<file path="src/rtl/handshake_ring_buf.sv">
// DEPTH-entry circular valid/ready buffer with fill level, almost-full flag,
// high-watermark and synchronous flush. Handshake readiness depends only on state and flush.
module handshake_ring_buf #(
    parameter int unsigned WORD_WIDTH = 32,
    parameter int unsigned DEPTH      = 4,
    parameter int unsigned AFULL_LVL  = 3
) (
    input  logic                    clk,
    input  logic                    rst_n,
    input  logic                    flush,
    input  logic                    up_valid,
    input  logic [WORD_WIDTH-1:0]   up_data,
    output logic                    up_ready,
    output logic                    down_valid,
    output logic [WORD_WIDTH-1:0]   down_data,
    input  logic                    down_ready,
    output logic                    my_accept,
    output logic                    my_transmit,
    output logic [$clog2(DEPTH):0]  level,
    output logic                    almost_full,
    output logic [$clog2(DEPTH):0]  level_max
);

    localparam int unsigned PW = $clog2(DEPTH);
    localparam int unsigned CW = PW + 1;

    logic [WORD_WIDTH-1:0] mem [DEPTH];
    logic [PW-1:0]         wr_ptr;
    logic [PW-1:0]         rd_ptr;
    logic [CW-1:0]         count;
    logic [CW-1:0]         count_nxt;
    logic                  acc;
    logic                  xmt;

    // Handshake qualifiers come from registered occupancy only; flush blocks both sides.
    always_comb begin
        up_ready   = ~flush & (count != CW'(DEPTH));
        down_valid = ~flush & (count != '0);
        acc        = up_valid & up_ready;
        xmt        = down_valid & down_ready;
        count_nxt  = count;
        if (acc && !xmt) begin
            count_nxt = count + CW'(1);
        end else if (!acc && xmt) begin
            count_nxt = count - CW'(1);
        end
    end

    assign down_data   = mem[rd_ptr];
    assign my_accept   = acc;
    assign my_transmit = xmt;
    assign level       = count;
    assign almost_full = (count >= CW'(AFULL_LVL));

    always_ff @(posedge clk) begin
        if (!rst_n) begin
            wr_ptr    <= '0;
            rd_ptr    <= '0;
            count     <= '0;
            level_max <= '0;
            for (int i = 0; i < int'(DEPTH); i++) begin
                mem[i] <= '0;
            end
        end else if (flush) begin
            // Contents are left in place; pointers and counters restart.
            wr_ptr    <= '0;
            rd_ptr    <= '0;
            count     <= '0;
            level_max <= '0;
        end else begin
            if (acc) begin
                mem[wr_ptr] <= up_data;
                wr_ptr      <= wr_ptr + PW'(1);
            end
            if (xmt) begin
                rd_ptr <= rd_ptr + PW'(1);
            end
            count <= count_nxt;
            if (count_nxt > level_max) begin
                level_max <= count_nxt;
            end
        end
    end

endmodule

</file>
<file path="config.mk">
export PLATFORM = sky130hd
export DESIGN_NAME = handshake_ring_buf
export DESIGN_NICKNAME = d
export VERILOG_FILES = /design/src/rtl/handshake_ring_buf.sv
export SDC_FILE = /design/constraint.sdc
export NUM_CORES = 1
export LEC_CHECK = 0
export CORE_MARGIN = 2
export CORE_UTILIZATION = 40
export CTS_CLUSTER_SIZE = 30
export DETAILED_ROUTE_END_ITERATION = 10
export PLACE_DENSITY = 0.69
export SYNTH_ARGS = -nofsm -noshare
export SYNTH_HDL_FRONTEND = slang
export SYNTH_SLANG_ARGS = --single-unit
</file>
<file path="constraint.sdc">
create_clock -name clk -period 7.2 [get_ports clk]
set_input_delay 0.72 -clock clk [delete_from_list [all_inputs] [get_ports clk]]
set_output_delay 0.72 -clock clk [all_outputs]
set_load 0.02 [all_outputs]
</file>
Word level (Yosys, flattened, before mapping)

Memory sizes are Yosys's and may differ from the RTL's. A register that Yosys moved wholly into a read port is not among the register bits.
Index checks and enable logic that the tools add are counted.

Register bits after elaboration: 10
Bits in writable memories: 128
Bits of input ports: 37
Output and inout port bits: 43
Logic and storage cells: 37
Memories kept: 1

Memories:

| name | words | width | rd ports | clocked after memory_dff | wr ports | RTL line | RTL |
|---|---|---|---|---|---|---|---|
| mem  | 4     | 32    | 1        | 1                        | 4        | 27       | `logic [WORD_WIDTH-1:0] mem [DEPTH];` |

Add/sub/neg operators: 4
Magnitude comparators: 2
Eq/ne operators: 1
Muxes and demuxes: 12
Bitwise logic cells: 6
Reduce and logical (&&, ||, !) cells: 7

Operators with widths:

| operator            | number |
|---|---|
| $mux 32             | 1 |
| $reduce_or 32->1    | 1 |
| $mux 1              | 6 |
| $mux 2              | 3 |
| $mux 3              | 2 |
| $add 2x1->2 const B | 2 |
| $and 1x1->1         | 4 |
| $add 3x1->3 const B | 1 |
| $ge 3x2->1 const B  | 1 |
| $gt 3x3->1          | 1 |
| $ne 3x3->1 const B  | 1 |
| $reduce_bool 3->1   | 1 |
| $sub 3x1->3 const B | 1 |
| $logic_and 1x1->1   | 2 |
| $logic_not 1->1     | 2 |
| $not 1->1           | 2 |
| $reduce_or 2->1     | 1 |

Longest topological paths before layout

Gate-level depths: netlist of run 1.

Depth after elaboration: 9
Depth in mapped cells: 13

Least setup slack after synthesis of run 1

Ideal clock, no wire load.

Path kind: reg-to-reg
From: reg count[0] (netlist: level[0])
To: mem mem[1][0] (enable)
Library setup time: 466 ps
Arrival time: 3,749 ps
Path slack: 2,985 ps
Cell stages (with the launch flop): 8
Clock period less this slack: 4,215 ps
Path through: dfxtp_1 -> inv_1 -> ha_1 -> and2_4 -> nor3_4 -> buf_6 -> nand2_1 -> o21ai_0

RTL lines:

| element                  | RTL line | RTL |
|---|---|---|
| start: declaration       | 30       | `logic [CW-1:0] count;` |
| start signal: assignment | 78       | `count <= count_nxt;` |
| end: declaration         | 27       |  |

Final worst setup path of run 1

From: in up_valid
To: out my_accept

Word-level cells in the longest chain between the ends: 1

Ends and longest elaborated chain:

| element            | RTL line | RTL |
|---|---|---|
| start: declaration | 11       | `input logic up_valid,` |
| $and 1x1->1        | 39       | `acc = up_valid & up_ready;` |
| end: declaration   | 17       | `output logic my_accept,` |

No other way between the ends.

==> results of run 1 <==
==> registers in the layout (all words and copies together) (netlist names), named ones only <==
name	cells
mem	128
level	3
level_max	3
rd_ptr	2
wr_ptr	2
==> layer usage <==
| layer | GRT usage | wire length, um | vias up |
|---|---|---|---|
| li1 | - | - | 1650 |
| met4 | 0.0658 | 163 | 0 |
| met2 | 0.275 | 6520 | 76 |
| met5 | 0 | 0 | - |
| met3 | 0.0385 | 466 | 13 |
| met1 | 0.202 | 5540 | 1774 |
==> Yosys cell counts (4+ instances only) <==
cell type	number	area [um^2]
nor2_1	15	56.3
a21oi_1	4	20.0
nand2_1	6	22.5
clkbuf_1	7	26.3
and3_1	33	206
inv_1	10	37.5
edfxtp_1	128	3840
buf_6	10	113
and2_1	96	601
o21ai_0	6	30.0
buf_2	5	25.0
nand2b_1	5	31.3
mux4_2	32	721
dfxtp_1	12	240
ha_1	7	87.6
==> critical path, delay by kind of cell <==
| family | cells | cell delay, ns |
|---|---|---|
| buffers and inverters | 4 | 1.77 |
| and+or+nand+nor | 1 | 0.15 |
==> cell type report <==
cell class	count	area (um^2)	area share
Clock buffer	17	425	0.0546
Clock inverter	15	131	0.0169
Inverter	11	41.3	0.00530
Multi-Input combinational cell	228	2050	0.263
Sequential cell	140	4090	0.524
Tap cell	211	264	0.0339
Timing Repair Buffer	81	801	0.103
==> path summary, 6_finish.rpt <==
| path | from | slack, ns | end | cells after the start |
|---|---|---|---|---|
| min | level_max[2] | 0.50 | level_max[2] | 2 |
| max | up_valid | 3.82 | my_accept | 5 |
| max reg2reg | level[0] | 3.96 | mem[2][30] | 7 |
| min reg2reg | level_max[2] | 0.50 | level_max[2] | 2 |
==> cells by family (layout without fill, tap and decap cells) <==
group                      Yosys count  in the layout  share of synthesized area
muxes                               32             32                      0.114
buffers and inverters               36            124                     0.0346
adders and majority gates            7              7                     0.0138
and+or+nand+nor                    167            167                      0.164
DFF                                140            140                      0.645
xor gates and xnor gates             5              5                    0.00810
AOI/OAI and AO/OA                   17             17                     0.0202
==> power breakdown <==
group          internal, mW  total [mW]  switching, mW  leakage (nW)
logic                0.0763       0.166         0.0895          1.18
registers             0.925       0.936         0.0117          1.43
clock network         0.500       0.817          0.317         0.267
total                  1.50        1.92          0.418          2.87
==> stage by stage <==
stage / instances / setup WS [ns]
floorplan: 404 / 2.98
global placement: 671 / 3.56
detailed placement: 671 / 3.47
CTS: 703 / 3.83
global route: 703 / 3.72
finish: 703 / 3.82
==> impl_metrics.tcl, run 1 <==
set metrics [dict create \
    status "finished clean" \
    cts_max_level 4 \
    peakVddDrop_mv 0.118 \
    ys_types 36 \
    total_leakage_power_nw 2.87 \
    gp_congestion 0.765 \
    hold_ws_ns 0.499 \
    finalCoreUtilization 0.509 \
    numCtsBuffers 17 \
    cp.required_ns 6.48 \
    synth_ff_type "edfxtp_1" \
    ys_ff_latch 140 \
    drt_first_pass_iters 4 \
    fin_area_um2 7800 \
    syn_to_final_growth_pct 23.1 \
    port_buffers 79 \
    worst_slew_pin_slew_ns 1.16 \
    yosys_warnings 0 \
    cp_slowest_cell "clkdlybuf4s50_1" \
    drive_above_1_share 0.169 \
    synthCells 404 \
    syn_area_um2 6330 \
    final_common_cell "edfxtp_1" \
    wl_per_cell_um 18.0 \
    grt_pass1_vias 3764 \
    synth_nets 448 \
    antenna_found_initial 0 \
    cap_viol_max_count 0 \
    core_region_area_um2 15300 \
    root_buffer "clkbuf_16" \
    seq_area_frac_synth 0.645 \
    fin_crit_ns 3.38 \
    hp-class "reg -> reg" \
    fin_skew_ns 0.00575 \
    die_x_um 130 \
    cts_num_sinks 140 \
    grt.overflow.total 0 \
    fin_total_pwr_mw 1.92 \
    cp-start-kind "input port" \
    viasPerCell 5.00 \
    maxSlewHeadroom 0.226 \
    fp.dieArea_um2 16900 \
    post-route-drc-count 0 \
    cts.repair.resized 0 \
    finalHoldViolCount 0 \
    layout_common_cells "edfxtp_1, and2_1, clkdlybuf4s50_1, and3_1, mux4_2" \
    first_iter_violations 200 \
    grt_max_degree 41 \
    final_nets 523 \
    maxSlewViolCount 0 \
    worstPathMaxFanout 40 \
    nFillCells 1323 \
    wirelength_um 12700 \
    setup_viol 0 \
    synth-async-reset-ratio 0 \
    fin_crit_sh 0.470 \
    crit_type "in -> out" \
    placed_area_um2 7240 \
    drtAntennaViolNets 0 \
    cts_tree "yes" \
    rows 45 \
    post-cts-setup-buffers 0 \
    arrival_ns 2.66 \
    antennaDiodeCount 0 \
    tns_ns 0 \
    vias 3513 \
    powerDensity_nw_per_um2 246 \
    io_pins 80 \
    rsz0062_at_grt "false" \
    dpl.hpwl_um 7710 \
    start_util 0.413 \
    max_freq_mhz 296 \
    ctsHoldBuffers 0 \
    clk_pin_slew_ns 0.05 \
    crit_chain "clkdlybuf4s50_1 -> inv_2 -> nor3_4 -> buf_4 -> clkdlybuf4s50_1" \
    grt_pass1_wl_um 20300 \
    synth-edff-count 128 \
    clock_latency_ns 0.41 \
    endpoint_kind "output port" \
    synth.avg_cell_area_um2 15.7 \
    critPathMostFrequentCell "clkdlybuf4s50_1" \
    max-clock-path-buffers 2 \
    die_h_um 130 \
    grt.total_usage 0.163 \
    cpPeakStageDelay_ns 0.69 \
]
Note: power is estimated with default switching activity, not from simulation.
==> run 2: changes to the inputs <==
--- a/config.mk
+++ b/config.mk
@@ -9,7 +9,7 @@
 export CORE_UTILIZATION = 40
 export CTS_CLUSTER_SIZE = 30
 export DETAILED_ROUTE_END_ITERATION = 10
-export PLACE_DENSITY = 0.69
+export PLACE_DENSITY = 0.71
 export SYNTH_ARGS = -nofsm -noshare
 export SYNTH_HDL_FRONTEND = slang
 export SYNTH_SLANG_ARGS = --single-unit
==> constraint.sdc (replaced) <==
create_clock -name clk -period 2.75 [get_ports clk]
set_input_delay 0.275 -clock clk [delete_from_list [all_inputs] [get_ports clk]]
set_output_delay 0.275 -clock clk [all_outputs]
set_load 0.02 [all_outputs]
==> run 2 against run 1 <==
  * Routed wire length up 6.2%
  * Cell count up 2.7%
  * Global-route usage up 1.0 points
  * First-iteration DRC count up 80%
  * Final area up 2.6%
  * Sequential cell count unchanged
  * Clock-buffer cell count up 1
  * Sequential share of layout area down 1.3 points
  * Largest cell class unchanged
  * Power rose to 2.6 times the previous value
==> impl_metrics.tcl, run 2 (same netlist as run 1, synthesis figures left out) <==
set metrics [dict create \
    status "finished clean" \
    finalHoldViolCount 0 \
    arrival_ns 2.92 \
    gp_congestion 0.793 \
    rrSetupSlack_ns 0.18 \
    worst_slew_pin_slew_ns 0.449 \
    fin_skew_ns 0.00885 \
    grt_pass1_wl_um 21300 \
    setup_viol 0 \
    powerDensity_nw_per_um2 634 \
    hold_path_depth 2 \
    use_met3 0.0558 \
    drive_above_1_share 0.200 \
    first_iter_violations 359 \
    drtAntennaViolNets 0 \
    grt_pass1_vias 3924 \
    endpoint_kind "flop" \
    final_common_cell "edfxtp_1" \
    numCtsBuffers 17 \
    wl_per_cell_um 18.7 \
    use_met1 0.220 \
    top_usage_layer "met2" \
    start_util 0.413 \
    max_freq_mhz 389 \
    root_buffer "clkbuf_16" \
    fin_area_um2 8000 \
    ff2ff_path_depth 14 \
    core_region_area_um2 15300 \
    cap_viol_max_count 0 \
    largest_reg_flops 128 \
    antenna_found_initial 1 \
    max-clock-path-buffers 2 \
    cp-start-kind "flop" \
    placed_cells 688 \
    maxSlewViolCount 0 \
    worstPathMaxFanout 9 \
    fin_crit_sh 0.936 \
    port_buffers 79 \
    grt_max_degree 33 \
    vias 3677 \
    dpl.hpwl_um 8060 \
    hold_ws_ns 0.443 \
    die_x_um 130 \
    grt_use_met2 0.282 \
    peakVddDrop_mv 0.442 \
    hp-class "in -> reg" \
    placed_area_um2 7420 \
    wirelength_um 13500 \
    cts_max_level 4 \
    pre_cts_ws_ns -0.0365 \
    fp.dieArea_um2 16900 \
    fin_crit_ns 2.57 \
    final_nets 541 \
    total_leakage_power_nw 2.98 \
    finalCoreUtilization 0.522 \
    io_pins 80 \
    die_h_um 130 \
    syn_to_final_growth_pct 26.3 \
    rows 45 \
    setup_slack_ns 0.176 \
    r2r_start "level[0]" \
    worstHoldStart "rst_n" \
    viasPerCell 5.09 \
    clock_latency_ns 0.42 \
    nFillCells 1301 \
    post-route-drc-count 0 \
    min_to "mem[3][5]" \
    maxSlewHeadroom 0.701 \
    largest_register "mem" \
    fin_cells 722 \
    clk_pin_slew_ns 0.06 \
    layout_common_cells "edfxtp_1, and2_1, clkdlybuf4s50_1, and3_1, mux4_2" \
    cp.required_ns 3.09 \
    grt.overflow.total 0 \
    cts_tree "yes" \
    grt.total_usage 0.173 \
    drt_first_pass_iters 4 \
    reg2reg_to "level_max[2]" \
    cts_num_sinks 140 \
    crit_type "reg -> reg" \
]
[run 2: changes by cell type in the layout (fill, tap and decap cells not counted), sizes merged]
cell,before,now
buf,3,21
clkbuf,17,18
clkinv,9,11
clkinvlp,4,1
diode,0,1
[run 2: worst max-delay path by stage]
stage,start,endpoint,slack [ns],cells past startpoint
finish,level[0],level_max[2],0.18,14
detailed placement,level[0],level_max[2],-0.04,14
global route,level[0],level_max[0],-0.002,14
CTS,level[0],level_max[2],0.02,14
global placement,level[0],level_max[2],0.13,14
floorplan,level[0],mem[1][0],0.004,7
[run 2: stage by stage]
| step | power, mW | setup TNS (ns) |
|---|---|---|
| 2_1_floorplan | 2.72 | 0 |
| 3_3_place_gp | 2.95 | 0 |
| 3_5_place_dp | 2.97 | -0.0365 |
| 4_1_cts | 5.11 | 0 |
| 5_1_grt | 5.25 | -0.00220 |
| 6_report | 5.07 | 0 |
[run 2: area by class of cell]
class / count / area [um^2] / area share
flip-flops and latches: 140 / 4090 / 0.511
diodes: 1 / 2.50 / 0.000313
clock buffers: 18 / 429 / 0.0537
clock inverters: 14 / 129 / 0.0161
well taps: 211 / 264 / 0.0330
multi-input cells: 228 / 2060 / 0.257
repair buffers: 99 / 986 / 0.123
inverters: 11 / 41.3 / 0.00516
[run 2: worst max-delay path, stage by stage, from the launching register on]
cell and delay (ns):
dfxtp_2 0.34, inv_1 0.13, ha_4 0.19, nand2b_1 0.18, o221ai_2 0.13, nor2_4 0.15, a2bb2oi_2 0.21, inv_1 0.08
ha_1 0.28, nor2b_1 0.14, o21ai_1 0.15, a32oi_1 0.08, buf_4 0.17, nand2b_1 0.13, a21oi_1 0.14
[run 2: per-layer routing]
layer / vias to the layer above / part of all wire
met2: 119 / 0.50
li1: 1688 / -
met5: - / 0
met3: 17 / 0.067
met4: 0 / 0.016
met1: 1853 / 0.41
[run 2: power by group]
group / switching (mW) / total, mW / internal [mW] / leakage, nW
clock network: 0.829 / 2.14 / 1.32 / 0.273
registers: 0.0280 / 2.45 / 2.42 / 1.43
logic: 0.251 / 0.481 / 0.231 / 1.28
[run 2: repair_timing]
action / in CTS / in global routing
hold buffers: 0 / 0
buffers inserted: 0 / 1
endpoints found under the setup margin: 3 / 4
gates resized for setup: 1 / 5
pin swaps: 0 / 1
hold endpoints to repair: 0 / 0
==> run 3: changes to the inputs <==
--- a/config.mk
+++ b/config.mk
@@ -5,11 +5,12 @@
 export SDC_FILE = /design/constraint.sdc
 export NUM_CORES = 1
 export LEC_CHECK = 0
-export CORE_MARGIN = 2
+export CAP_MARGIN = 20
 export CORE_UTILIZATION = 40
 export CTS_CLUSTER_SIZE = 30
 export DETAILED_ROUTE_END_ITERATION = 10
 export PLACE_DENSITY = 0.71
+export SLEW_MARGIN = 40
 export SYNTH_ARGS = -nofsm -noshare
 export SYNTH_HDL_FRONTEND = slang
 export SYNTH_SLANG_ARGS = --single-unit
==> run 3 against run 2 <==
  * Combinational power up 1%
  * Worst hold slack better by 0.089 ns
  * Critical path depth shrank 8
  * Non-clock buffer count up 2
  * Global-route usage grew 0.87 points
  * Sequential cell count stayed put
  * Routed wire length rose by 0.91%
  * First-iteration DRC count fell by 41%
  * Largest cell class unchanged
  * Largest power group unchanged
  * Highest routed layer unchanged
==> impl_metrics.tcl, run 3 (same netlist as run 1, synthesis figures left out) <==
set metrics [dict create \
    status "finished clean" \
    nFillCells 1301 \
    largest_register "mem" \
    fin_skew_ns 0.00598 \
    port_buffers 79 \
    drtAntennaViolNets 0 \
    max-clock-path-buffers 2 \
    numCtsBuffers 17 \
    first_iter_violations 213 \
    min_to "mem[3][30]" \
    fin_crit_sh 0.943 \
    regArea_um2 4090 \
    antenna_found_initial 0 \
    fin_crit_ns 2.59 \
    clk_pin_slew_ns 0.06 \
    viasPerCell 5.04 \
    vias 3647 \
    multiInputGateArea_um2 2070 \
    layout_common_cells "edfxtp_1, and2_1, clkdlybuf4s50_1, and3_1, mux4_2" \
    core_region_area_um2 15300 \
    worstPathMaxFanout 24 \
    cap_viol_max_count 0 \
    grt_max_degree 33 \
    largest_reg_flops 128 \
    maxSlewHeadroom 0.640 \
    r2r_start "level[0]" \
    placed_cells 689 \
    rows 45 \
    hold_path_depth 2 \
    maxSlewViolCount 0 \
    die_x_um 128 \
    drive_above_1_share 0.205 \
    antennaDiodeCount 0 \
    arrival_ns 2.32 \
    cts_max_level 4 \
    setup_viol 0 \
    post-route-drc-count 0 \
    cp_slowest_cell "clkdlybuf4s50_1" \
    die_h_um 128 \
    cts_tree "yes" \
    grt.total_usage 0.181 \
    reg2reg_to "level_max[2]" \
    ctsHoldBuffers 0 \
    endpoint_kind "output port" \
    max_freq_mhz 385 \
    hp-class "in -> reg" \
    fin_area_um2 8060 \
    fin_cells 723 \
    wl_per_cell_um 18.8 \
    start_util 0.413 \
    finalHoldViolCount 0 \
    fp.dieArea_um2 16300 \
    crit_chain "inv_2 -> ha_4 -> and2_4 -> nor3_4 -> buf_6 -> clkdlybuf4s50_1" \
    final_common_cell "edfxtp_1" \
    wirelength_um 13600 \
    drt_first_pass_iters 4 \
    grt_pass1_vias 3952 \
    worstHoldStart "rst_n" \
    gp_congestion 0.777 \
    grt_pass1_wl_um 21500 \
    clock_latency_ns 0.41 \
    grt.overflow.total 0 \
    cts_num_sinks 140 \
    placed_area_um2 7410 \
    rrSetupSlack_ns 0.18 \
    dpl.hpwl_um 8200 \
    powerDensity_nw_per_um2 655 \
    rsz0062_at_grt "true" \
    worst_slew_pin_slew_ns 0.540 \
    syn_to_final_growth_pct 27.3 \
    final_nets 543 \
    io_pins 80 \
    ff2ff_path_depth 14 \
    cp.required_ns 2.48 \
    fin_total_pwr_mw 5.28 \
    cpPeakStageDelay_ns 0.64 \
    root_buffer "clkbuf_16" \
    crit_type "reg -> out" \
    cp-start-kind "flop" \
    peakVddDrop_mv 0.436 \
    total_leakage_power_nw 3.00 \
]
run 3: changes by cell type in the layout (fill, tap and decap cells not counted):
cell | before | now
buf_12 | 4 | 3
a32oi_1 | 1 | 0
bufinv_16 | 2 | 4
dfxtp_1 | 9 | 10
a32oi_2 | 0 | 1
clkinv_1 | 4 | 2
clkinv_2 | 4 | 3
buf_4 | 16 | 18
diode_2 | 1 | 0
dfxtp_2 | 3 | 2
clkinv_4 | 3 | 1
clkinvlp_4 | 1 | 3
clkbuf_1 | 1 | 2
buf_6 | 0 | 1
run 3: worst max-delay path by stage:
stage               slack [ns]           end  startpoint
floorplan                0.004     mem[1][0]    level[0]
global placement          0.09  level_max[2]  down_ready
detailed placement       -0.15  level_max[2]  down_ready
CTS                       0.02     my_accept    level[1]
global route              0.03  level_max[2]    level[0]
finish                    0.16     my_accept    level[1]
run 3: area by class of cell:
cell class	instances	share of cell area
sequential	140	0.507
multi-input combinational	228	0.257
timing repair buffer	101	0.123
clock buffer	19	0.0537
tap	211	0.0328
clock inverter	13	0.0216
inverter	11	0.00512
run 3: per-stage QoR:
step / hold slack, ns / TNS [ns] / setup slack (ns) / utilization
after floorplan: 0.473 / 0 / 0.00412 / -
after global placement: 0.486 / 0 / 0.0864 / 0.484
after detailed placement: 0.512 / -0.298 / -0.146 / 0.484
after CTS: 0.528 / 0 / 0.0170 / 0.524
after global routing: 0.532 / 0 / 0.0272 / 0.526
final: 0.532 / 0 / 0.156 / 0.526
run 3: where the power goes:
group	switching [mW]	leakage, nW	internal [mW]	total [mW]
sequential	0.0279	1.43	2.42	2.45
clock	0.840	0.288	1.51	2.35
combinational	0.255	1.29	0.233	0.488
run 3: timing repair:
item,in CTS,in global routing
buffers inserted,0,2
resized for setup,3,4
pin swaps,0,2
endpoints found under the setup margin,4,4
run 3: critical path: cells and delay by family (launching register included):
kind	cells	cell delay, ns
buffers and inverters	3	0.99
flip-flops	1	0.37
AND/OR/NAND/NOR	2	0.36
adder cells (fa/ha/maj)	1	0.19
run 3: metal layers:
layer | vias to the layer above | global-route usage | part of all wire
li1 | 1686 | - | -
met1 | 1840 | 0.221 | 0.42
met2 | 100 | 0.314 | 0.51
met3 | 21 | 0.0480 | 0.055
met4 | 0 | 0.0588 | 0.013
met5 | - | 0 | 0
